===== config.mk =====
export PLATFORM = sky130hd
export DESIGN_NAME = cache_store_buffer
export DESIGN_NICKNAME = d
export VERILOG_FILES = /design/src/rtl/cache_store_buffer.sv
export SDC_FILE = /design/constraint.sdc
export NUM_CORES = 1
export LEC_CHECK = 0
export CAP_MARGIN = 20
export CORE_MARGIN = 4
export CORE_UTILIZATION = 55
export CTS_CLUSTER_DIAMETER = 100
export DETAILED_ROUTE_END_ITERATION = 8
export MAX_ROUTING_LAYER = met4
export PLACE_DENSITY = 0.86
export SYNTH_ARGS = -nofsm -noshare
export SYNTH_HDL_FRONTEND = slang
export SYNTH_SLANG_ARGS = --single-unit

===== constraint.sdc =====
create_clock -name clk -period 10.6 [get_ports clk]
set_input_delay 2.12 -clock clk [delete_from_list [all_inputs] [get_ports clk]]
set_output_delay 2.12 -clock clk [all_outputs]
set_load 0.005 [all_outputs]

===== src/rtl/cache_store_buffer.sv =====
// cache_store_buffer
// In-order store buffer between the core and the cache controller.
// Writes are queued in a circular FIFO and drained, oldest first, to the
// cache request port. Reads that hit a queued full-word write are answered
// locally from the youngest matching entry. Reads that miss every entry go to
// the cache. Reads that hit a partially masked entry stall until it drains.
//
// Ports:
//   clk, rst                      clock, synchronous active-high reset
//   req_valid/ready/we/addr/
//   req_wdata/wmask               core request (valid/ready handshake)
//   resp_valid/resp_data          read response, one-cycle pulse
//   mem_req_valid/ready/we/addr/
//   mem_req_wdata/wmask           request to cache controller
//   mem_resp_valid/mem_resp_data  cache read data
//   sb_empty/sb_count             buffer occupancy (registered state)
module cache_store_buffer #(
  parameter int DEPTH  = 4,
  parameter int ADDR_W = 32,
  parameter int DATA_W = 32
) (
  input  logic                       clk,
  input  logic                       rst,
  input  logic                       req_valid,
  output logic                       req_ready,
  input  logic                       req_we,
  input  logic [ADDR_W-1:0]          req_addr,
  input  logic [DATA_W-1:0]          req_wdata,
  input  logic [DATA_W/8-1:0]        req_wmask,
  output logic                       resp_valid,
  output logic [DATA_W-1:0]          resp_data,
  output logic                       mem_req_valid,
  input  logic                       mem_req_ready,
  output logic                       mem_req_we,
  output logic [ADDR_W-1:0]          mem_req_addr,
  output logic [DATA_W-1:0]          mem_req_wdata,
  output logic [DATA_W/8-1:0]        mem_req_wmask,
  input  logic                       mem_resp_valid,
  input  logic [DATA_W-1:0]          mem_resp_data,
  output logic                       sb_empty,
  output logic [$clog2(DEPTH):0]     sb_count
);

  localparam int MASK_W = DATA_W / 8;
  localparam int PTR_W  = $clog2(DEPTH);
  localparam int CNT_W  = PTR_W + 1;
  localparam logic [CNT_W-1:0] CNT_FULL = CNT_W'(DEPTH);
  localparam logic [PTR_W-1:0] PTR_ONE  = PTR_W'(1);

  typedef enum logic [1:0] {
    IDLE     = 2'd0,
    RD_ISSUE = 2'd1,
    RD_WAIT  = 2'd2
  } state_t;

  state_t              state_r, state_next_s;
  logic [ADDR_W-1:0]   addr_r [DEPTH];
  logic [DATA_W-1:0]   data_r [DEPTH];
  logic [MASK_W-1:0]   mask_r [DEPTH];
  logic [PTR_W-1:0]    head_r, tail_r;
  logic [CNT_W-1:0]    count_r;
  logic                drain_pending_r;
  logic [ADDR_W-1:0]   rd_addr_r;
  logic                resp_valid_r;
  logic [DATA_W-1:0]   resp_data_r;

  logic                hit_s;
  logic [PTR_W-1:0]    hit_idx_s;
  logic                req_ready_s;
  logic                mem_req_valid_s, mem_req_we_s;
  logic [ADDR_W-1:0]   mem_req_addr_s;
  logic [DATA_W-1:0]   mem_req_wdata_s;
  logic [MASK_W-1:0]   mem_req_wmask_s;
  logic                push_s, pop_s, fwd_s, rd_start_s;

  function automatic logic is_full_mask(input logic [MASK_W-1:0] m);
    return &m;
  endfunction

  // Youngest-match lookup: scan oldest to youngest so later matches win.
  always_comb begin
    hit_s     = 1'b0;
    hit_idx_s = '0;
    for (int i = 0; i < DEPTH; i++) begin
      logic             match_v;
      logic [PTR_W-1:0] idx_v;
      idx_v     = head_r + PTR_W'(i);
      match_v   = (CNT_W'(i) < count_r) && (addr_r[idx_v] == req_addr);
      hit_s     = hit_s | match_v;
      hit_idx_s = match_v ? idx_v : hit_idx_s;
    end
  end

  // Next state, upstream ready and cache request mux.
  always_comb begin
    state_next_s    = state_r;
    req_ready_s     = 1'b0;
    mem_req_valid_s = 1'b0;
    mem_req_we_s    = 1'b0;
    mem_req_addr_s  = '0;
    mem_req_wdata_s = '0;
    mem_req_wmask_s = '0;
    case (state_r)
      IDLE: begin
        if (req_we) begin
          req_ready_s = (count_r < CNT_FULL);
        end else begin
          req_ready_s = !(hit_s && !is_full_mask(mask_r[hit_idx_s]));
        end
        if (count_r != '0) begin
          mem_req_valid_s = 1'b1;
          mem_req_we_s    = 1'b1;
          mem_req_addr_s  = addr_r[head_r];
          mem_req_wdata_s = data_r[head_r];
          mem_req_wmask_s = mask_r[head_r];
        end else begin
          mem_req_valid_s = 1'b0;
        end
        if (req_valid && req_ready_s && !req_we && !hit_s) begin
          state_next_s = RD_ISSUE;
        end else begin
          state_next_s = IDLE;
        end
      end
      RD_ISSUE: begin
        // A drain beat already offered is finished before the read goes out.
        if (drain_pending_r) begin
          mem_req_valid_s = 1'b1;
          mem_req_we_s    = 1'b1;
          mem_req_addr_s  = addr_r[head_r];
          mem_req_wdata_s = data_r[head_r];
          mem_req_wmask_s = mask_r[head_r];
          state_next_s    = RD_ISSUE;
        end else begin
          mem_req_valid_s = 1'b1;
          mem_req_addr_s  = rd_addr_r;
          if (mem_req_ready) begin
            state_next_s = RD_WAIT;
          end else begin
            state_next_s = RD_ISSUE;
          end
        end
      end
      RD_WAIT: begin
        if (mem_resp_valid) begin
          state_next_s = IDLE;
        end else begin
          state_next_s = RD_WAIT;
        end
      end
      default: begin
        state_next_s = IDLE;
      end
    endcase
  end

  assign push_s     = req_valid && req_ready_s && req_we;
  assign fwd_s      = req_valid && req_ready_s && !req_we && hit_s;
  assign rd_start_s = req_valid && req_ready_s && !req_we && !hit_s;
  assign pop_s      = mem_req_valid_s && mem_req_ready && mem_req_we_s;

  // FSM state, stalled-drain flag and the captured read address.
  always_ff @(posedge clk) begin
    if (rst) begin
      state_r         <= IDLE;
      drain_pending_r <= 1'b0;
      rd_addr_r       <= '0;
    end else begin
      state_r         <= state_next_s;
      drain_pending_r <= mem_req_valid_s && mem_req_we_s && !mem_req_ready;
      if (rd_start_s) begin
        rd_addr_r <= req_addr;
      end else begin
        rd_addr_r <= rd_addr_r;
      end
    end
  end

  // FIFO storage, pointers and occupancy.
  always_ff @(posedge clk) begin
    if (rst) begin
      head_r  <= '0;
      tail_r  <= '0;
      count_r <= '0;
      for (int i = 0; i < DEPTH; i++) begin
        addr_r[i] <= '0;
        data_r[i] <= '0;
        mask_r[i] <= '0;
      end
    end else begin
      if (push_s) begin
        addr_r[tail_r] <= req_addr;
        data_r[tail_r] <= req_wdata;
        mask_r[tail_r] <= req_wmask;
        tail_r         <= tail_r + PTR_ONE;
      end
      if (pop_s) begin
        head_r <= head_r + PTR_ONE;
      end
      count_r <= count_r + CNT_W'(push_s) - CNT_W'(pop_s);
    end
  end

  // Read response register: forwarded data or cache data, one-cycle pulse.
  always_ff @(posedge clk) begin
    if (rst) begin
      resp_valid_r <= 1'b0;
      resp_data_r  <= '0;
    end else if (fwd_s) begin
      resp_valid_r <= 1'b1;
      resp_data_r  <= data_r[hit_idx_s];
    end else if ((state_r == RD_WAIT) && mem_resp_valid) begin
      resp_valid_r <= 1'b1;
      resp_data_r  <= mem_resp_data;
    end else begin
      resp_valid_r <= 1'b0;
    end
  end

  assign req_ready     = req_ready_s;
  assign resp_valid    = resp_valid_r;
  assign resp_data     = resp_data_r;
  assign mem_req_valid = mem_req_valid_s;
  assign mem_req_we    = mem_req_we_s;
  assign mem_req_addr  = mem_req_addr_s;
  assign mem_req_wdata = mem_req_wdata_s;
  assign mem_req_wmask = mem_req_wmask_s;
  assign sb_empty      = (count_r == '0);
  assign sb_count      = count_r;

endmodule


# ---- Word-level counts from Yosys, hierarchy flattened
# Memories as Yosys holds them, arrays and structs flattened. A register that Yosys moved wholly into a read port is not among the register bits.
# Cells that the tools add are included.
# W data, S select, Z words.
dict set report totals {
  in_bits 106
  regBits 75
  mem_count 3
  word_cells 111
  ram_bits 272
}
# memory depth word_bits read_ports rd_ports_with_merged_regs wr line_no
set mem_list {}
lappend mem_list {addr_r 4 32 4 1 4 57} ;# logic [ADDR_W-1:0] addr_r [DEPTH];
lappend mem_list {data_r 4 32 2 1 4 58} ;# logic [DATA_W-1:0] data_r [DEPTH];
lappend mem_list {mask_r 4 4 2 1 4 59} ;# logic [MASK_W-1:0] mask_r [DEPTH];
dict set report classes {
  n_bitwise 3
  reduce_logical 31
  add_sub_neg 6
  muxes 49
  eq_ne 6
  order_cmp 5
}
# cell count
set ops {}
lappend ops {{$mux W32} 8}
lappend ops {{$eq A32 B32 Y1} 4}
lappend ops {{$pmux W32 S2} 2}
lappend ops {{$reduce_or A32 Y1} 2}
lappend ops {{$mux W2} 16}
lappend ops {{$logic_and A1 B1 Y1} 18}
lappend ops {{$mux W1} 16}
lappend ops {{$mux W4} 3}
lappend ops {{$pmux W4 S2} 1}
lappend ops {{$lt A1 B3 Y1 const A} 2}
lappend ops {{$lt A2 B3 Y1 const A} 2}
lappend ops {{$pmux W2 S3} 1}
lappend ops {{$logic_not A1 Y1} 5}
lappend ops {{$add A2 B1 Y2 const B} 2}
lappend ops {{$add A2 B2 Y2 const B} 2}
lappend ops {{$pmux W1 S2} 2}
lappend ops {{$reduce_and A4 Y1} 1}
lappend ops {{$reduce_or A4 Y1} 1}
lappend ops {{$add A3 B1 Y3} 1}
lappend ops {{$logic_not A3 Y1} 1}
lappend ops {{$lt A3 B3 Y1 const B} 1}
lappend ops {{$or A1 B1 Y1} 3}
lappend ops {{$reduce_bool A3 Y1} 1}
lappend ops {{$sub A3 B1 Y3} 1}
lappend ops {{other kinds (4)} 4}

# ---- Depth between registers and ports, before layout
# An unclocked memory read counts as a cell.
dict set report depth {
  ltp_word 22
  depth_mapped 21
  mapped_depth_nobuf 12
}

# ---- Least setup slack after synthesis
# OpenSTA, ideal clock, no wires.
dict set report synth_path {
  kind {in2reg}
  start {input req_we}
  end {memory addr_r[3][0] (enable)}
  t_required_ps 10012
  path_buffers 0
  path_slack_ps 2507
  arrival_ps 7505
  cell_stages 3
  cell_sequence {nand4_1 > or2_2 > o21ai_0}
}
# item line_no
set synth_lines {}
lappend synth_lines {{start: declaration} 26} ;# input logic req_we,
lappend synth_lines {{end: declaration} 57}

# ---- Worst setup path in the final report
dict set report layout_path {
  start {input req_addr[22]}
  end {output req_ready}
}
dict set report layout_between {
  elab_chain_len 14
  elab_cells_between_ends 23
}
# item line_no
set layout_lines {}
lappend layout_lines {{start: declaration} 27} ;# input logic [ADDR_W-1:0] req_addr,
lappend layout_lines {{$eq A32 B32 Y1} 88} ;# match_v = (CNT_W'(i) < count_r) && (addr_r[idx_v] == req_addr);
lappend layout_lines {{$logic_and A1 B1 Y1} 88}
lappend layout_lines {{$mux W2 (4 in series)} 90} ;# hit_idx_s = match_v ? idx_v : hit_idx_s;
lappend layout_lines {{$mem_v2 Z4 W4} n/a}
lappend layout_lines {{$reduce_and A4 Y1} 77} ;# return &m;
lappend layout_lines {{$logic_not A1 Y1} 108} ;# req_ready_s = !(hit_s && !is_full_mask(mask_r[hit_idx_s]));
lappend layout_lines {{$logic_and A1 B1 Y1 (*)} 108}
lappend layout_lines {{$logic_not A1 Y1 (*)} 108}
lappend layout_lines {{$mux W1 (*)} 105} ;# if (req_we) begin
lappend layout_lines {{$mux W1 (*) (2 in series)} 103} ;# case (state_r)
lappend layout_lines {{end: declaration} 25} ;# output logic req_ready,
# Every way passes the cells marked *; elsewhere a longest branch is shown, timed or not. The select of a mux whose other input is x is not followed.

==> out/qor.txt <==
Max Cap Violations -> 0
Yosys cell types -> 74
Part of the power in registers -> 35.2%
Crit path time final -> 8880 ps
Overall die height -> 215 um
# H-tree levels -> 2
Clock group share of total power -> 26.4%
Worst hold margin -> 498 ps
Startpoint of the most critical register-to-register path -> head_r[0]$_SDFFE_PP0P_
Die outline area -> 46400 sq um
Cell-by-cell listing of the critical path -> clkdlybuf4s50_1 > nor2_1 > mux2i_1 > o21ai_0 > or4b_1 > a2111o_1 > or3_2 > buf_4 > and3_1 > o22ai_1 > o21ai_1 > mux2i_1 > o311a_1 > clkdlybuf4s50_1
Number of standard cells in the final layout excluding fillers -> 2844
Switching share of total power -> 35.7%
Logic pwr share -> 38.4%
Syn_area_per_cell -> 10.7 sq um
Worst R2R Setup Slack -> 4170 ps
Global-route wire length before repair -> 116 mm
Utilization of the core after routing -> 64.2%
Hold path cells -> 2
Worst r2r dst -> resp_data[27]$_SDFFE_PP0P_
Worst min-delay path category -> register to register
Post-synth EDFFs -> 272
Fraction of final layout cells with drive strength greater than 1 -> 11.4%
Total global routing track utilization -> 32.6%
Weighted congestion at the end of routability-driven global placement -> 1.01
Achievable frequency -> 113 MHz
Sum Neg Setup Slack -> 0 ps
Largest net degree at the start of global routing -> 117
Final critical-path setup slack -> 1720 ps
DRT antenna net count -> 0
DR vias/cell -> 7.06
Maximum buffer depth of the clock tree -> 3
CP Data Arrival Time -> 6760 ps
Cts-stage hold buffer count -> 0
Fillcell total -> 3185
Half-perimeter wire length after detailed placement -> 49.0 mm
Wire length per cell -> 26.7 um
Maximum fanout along the worst path -> 69
Setup-failing EPs final -> 0
Largest voltage drop on the vdd net -> 0.000147 V
Final Instance Area -> 27100 sq um
Pre-CTS setup slack -> 1870 ps
Synthesis-to-finish area growth -> 14.6%
Syn_nets -> 2314
Clk Latency, worst-skew pair -> 580 ps
Delay of the slowest cell on the worst path -> 680 ps
TritonRoute pass-1 iters -> 7
Worst Setup Start Kind -> input pin
Most frequent cells in the layout -> 272 x sky130_fd_sc_hd__edfxtp_1, 242 x sky130_fd_sc_hd__nor2_1, 212 x sky130_fd_sc_hd__clkdlybuf4s50_1
Worst Setup Path Type -> input pin to output pin
Seq/Total Area, Yosys -> 41.0%
Worst min-delay path startpoint -> rd_addr_r[2]$_SDFFE_PP0P_
Most frequent standard cell in the layout excluding fill and tap cells -> sky130_fd_sc_hd__edfxtp_1
Clock buffer count from CTS -> 40
Post-place instance area -> 25800 sq um
Number of cell rows -> 75
Cell chosen for the clock root -> sky130_fd_sc_hd__clkbuf_16
Status -> complete, no violations
Pins over their slew limit -> 0
Global route total overflow -> 0
Initial antenna violation count -> 5
Synthesized area -> 23700 sq um
Clk pin slew, worst setup/hold paths -> 60 ps
Detailed Route WL -> 75.9 mm
Setup repair after global routing missed its margin -> no
# nets final -> 2378
Leak -> 9.46 nW
Count of instances resized after the clock tree is built -> 0
Initial cell density of the core -> 56.0%
Reported net switching power -> 1.78 mW
Hold-critical path endpoint -> rd_addr_r[2]$_SDFFE_PP0P_
Final Hold Violating Endpoints -> 0
Fraction of registers with async set/reset -> 0%
Post-route total power -> 4.99 mW
CP required -> 8480 ps
Post-Syn Instances -> 2203
Period utilisation layout -> 83.8%
Horizontal extent of the die -> 215 um
Cell total after placement -> 2761
DRC violations left -> 0
Internal Dissipation -> 3.21 mW
TritonCTS clock tree -> done
Top_reg_cell synth -> sky130_fd_sc_hd__edfxtp_1
Critical path endpoint category -> output pin
Via count of the first global-routing pass -> 19600
Count of buffers inserted at the top-level ports -> 213
Total setup buffers inserted after CTS -> 0
Placeable core region -> 42200 sq um
Highest-delay cell along the critical path -> sky130_fd_sc_hd__clkdlybuf4s50_1
Synthesized flop and latch total -> 349
Number of DRC violations after detailed-routing iteration 0 -> 2697
Actual slew at the worst max-slew pin -> 1080 ps
Worst slew margin -> 28.1%
Via count -> 20100
Clk sink count -> 349
Top-Level Pins -> 214
Fin Clk Skew -> 41.4 ps
Number of cells on the worst reg-to-reg path -> 13
YS warnings -> 0
Power per unit of standard cell area -> 184 nW/um^2
## cell families (layout without fill, tap and decap cells)
family / Yosys count / after routing / synth area share, %
flip-flops: 349 / 349 / 41.0
adder cells (fa/ha/maj): 5 / 5 / 0.296
multiplexers: 338 / 338 / 21.2
buffers and inverters: 282 / 377 / 5.37
AND/OR/NAND/NOR: 756 / 756 / 16.5
XOR/XNOR: 128 / 128 / 4.74
AO/OA/AOI/OAI: 345 / 345 / 10.8
other: 0 / 7 / 0
## cell usage after synthesis (all sizes together) (6+ instances only)
cell       n  area, sq um
xor2      36          315
nand4     57          363
nor2     246          923
o22ai      7         50.1
clkbuf   138          518
a22oi     37          278
mux4     130         2930
buf       92          558
nor3      10         55.1
nor4b     32          280
and2     107          669
a21oi     76          384
or3       37          231
nor4       6         56.3
inv       50          188
o21ai     19         95.1
xnor2     92          806
and3      75          474
o221ai    66          578
o2111ai   32          280
edfxtp   272         8170
nand3     10         50.1
a311oi    32          280
nand2    124          465
o211ai    35          263
mux2i    203         2030
dfxtp     77         1540
nor2b     39          244
## power groups by stage
stage,Combinational [mW],Clock (mW),Sequential (mW)
floorplan,1.33,0,1.66
global placement,1.83,0,1.77
detailed placement,1.87,0,1.78
CTS,1.88,1.32,1.75
global route,2.01,1.38,1.78
finish,1.92,1.32,1.76
## final cells by class
class	instances	area, sq um	share of cell area (%)
Clock buffer	53	1050	3.87
Timing Repair Buffer	252	2470	9.13
Tap cell	539	674	2.49
Clock inverter	20	159	0.586
Multi-Input combinational cell	1572	12800	47.3
Sequential cell	349	9730	35.9
Inverter	52	195	0.720
Antenna cell	7	17.5	0.0646
## per-layer routing
layer / share of wire, % / global-route usage, % / wire [um] / up-vias
met5: 0 / - / 0 / -
met4: 5.5 / 15.4 / 4140 / 0
met3: 12 / 6.85 / 9360 / 311
met2: 47 / 51.7 / 36000 / 1581
met1: 35 / 40.5 / 26500 / 9688
li1: - / - / - / 8510
## worst max path at each step
stage	from	to	slack, ps	depth (start not counted)
floorplan	req_we	addr_r[3][0]$_DFFE_PP_	2510	3
global placement	req_addr[22]	req_ready	1940	14
detailed placement	req_addr[22]	req_ready	1870	14
CTS	req_addr[22]	req_ready	1870	14
global route	req_addr[22]	req_ready	1560	14
finish	req_addr[22]	req_ready	1720	14
## registers in the layout, indices dropped and copies added (netlist names), named ones only
| signal | count |
|---|---|
| resp_data | 32 |
| resp_valid | 1 |
| sb_count | 3 |
| head_r | 2 |
| tail_r | 2 |
| state_r | 2 |
| data_r | 128 |
| addr_r | 128 |
| rd_addr_r | 32 |
| drain_pending_r | 1 |
| mask_r | 16 |
## critical path: cells and delay by family
family                 cells  cell delay [ps]
buffers and inverters      3             1570
and+or+nand+nor            4             1440
AOI/OAI and AO/OA          5             1250
muxes                      2              290
Note: power is estimated with default switching activity, not from simulation.
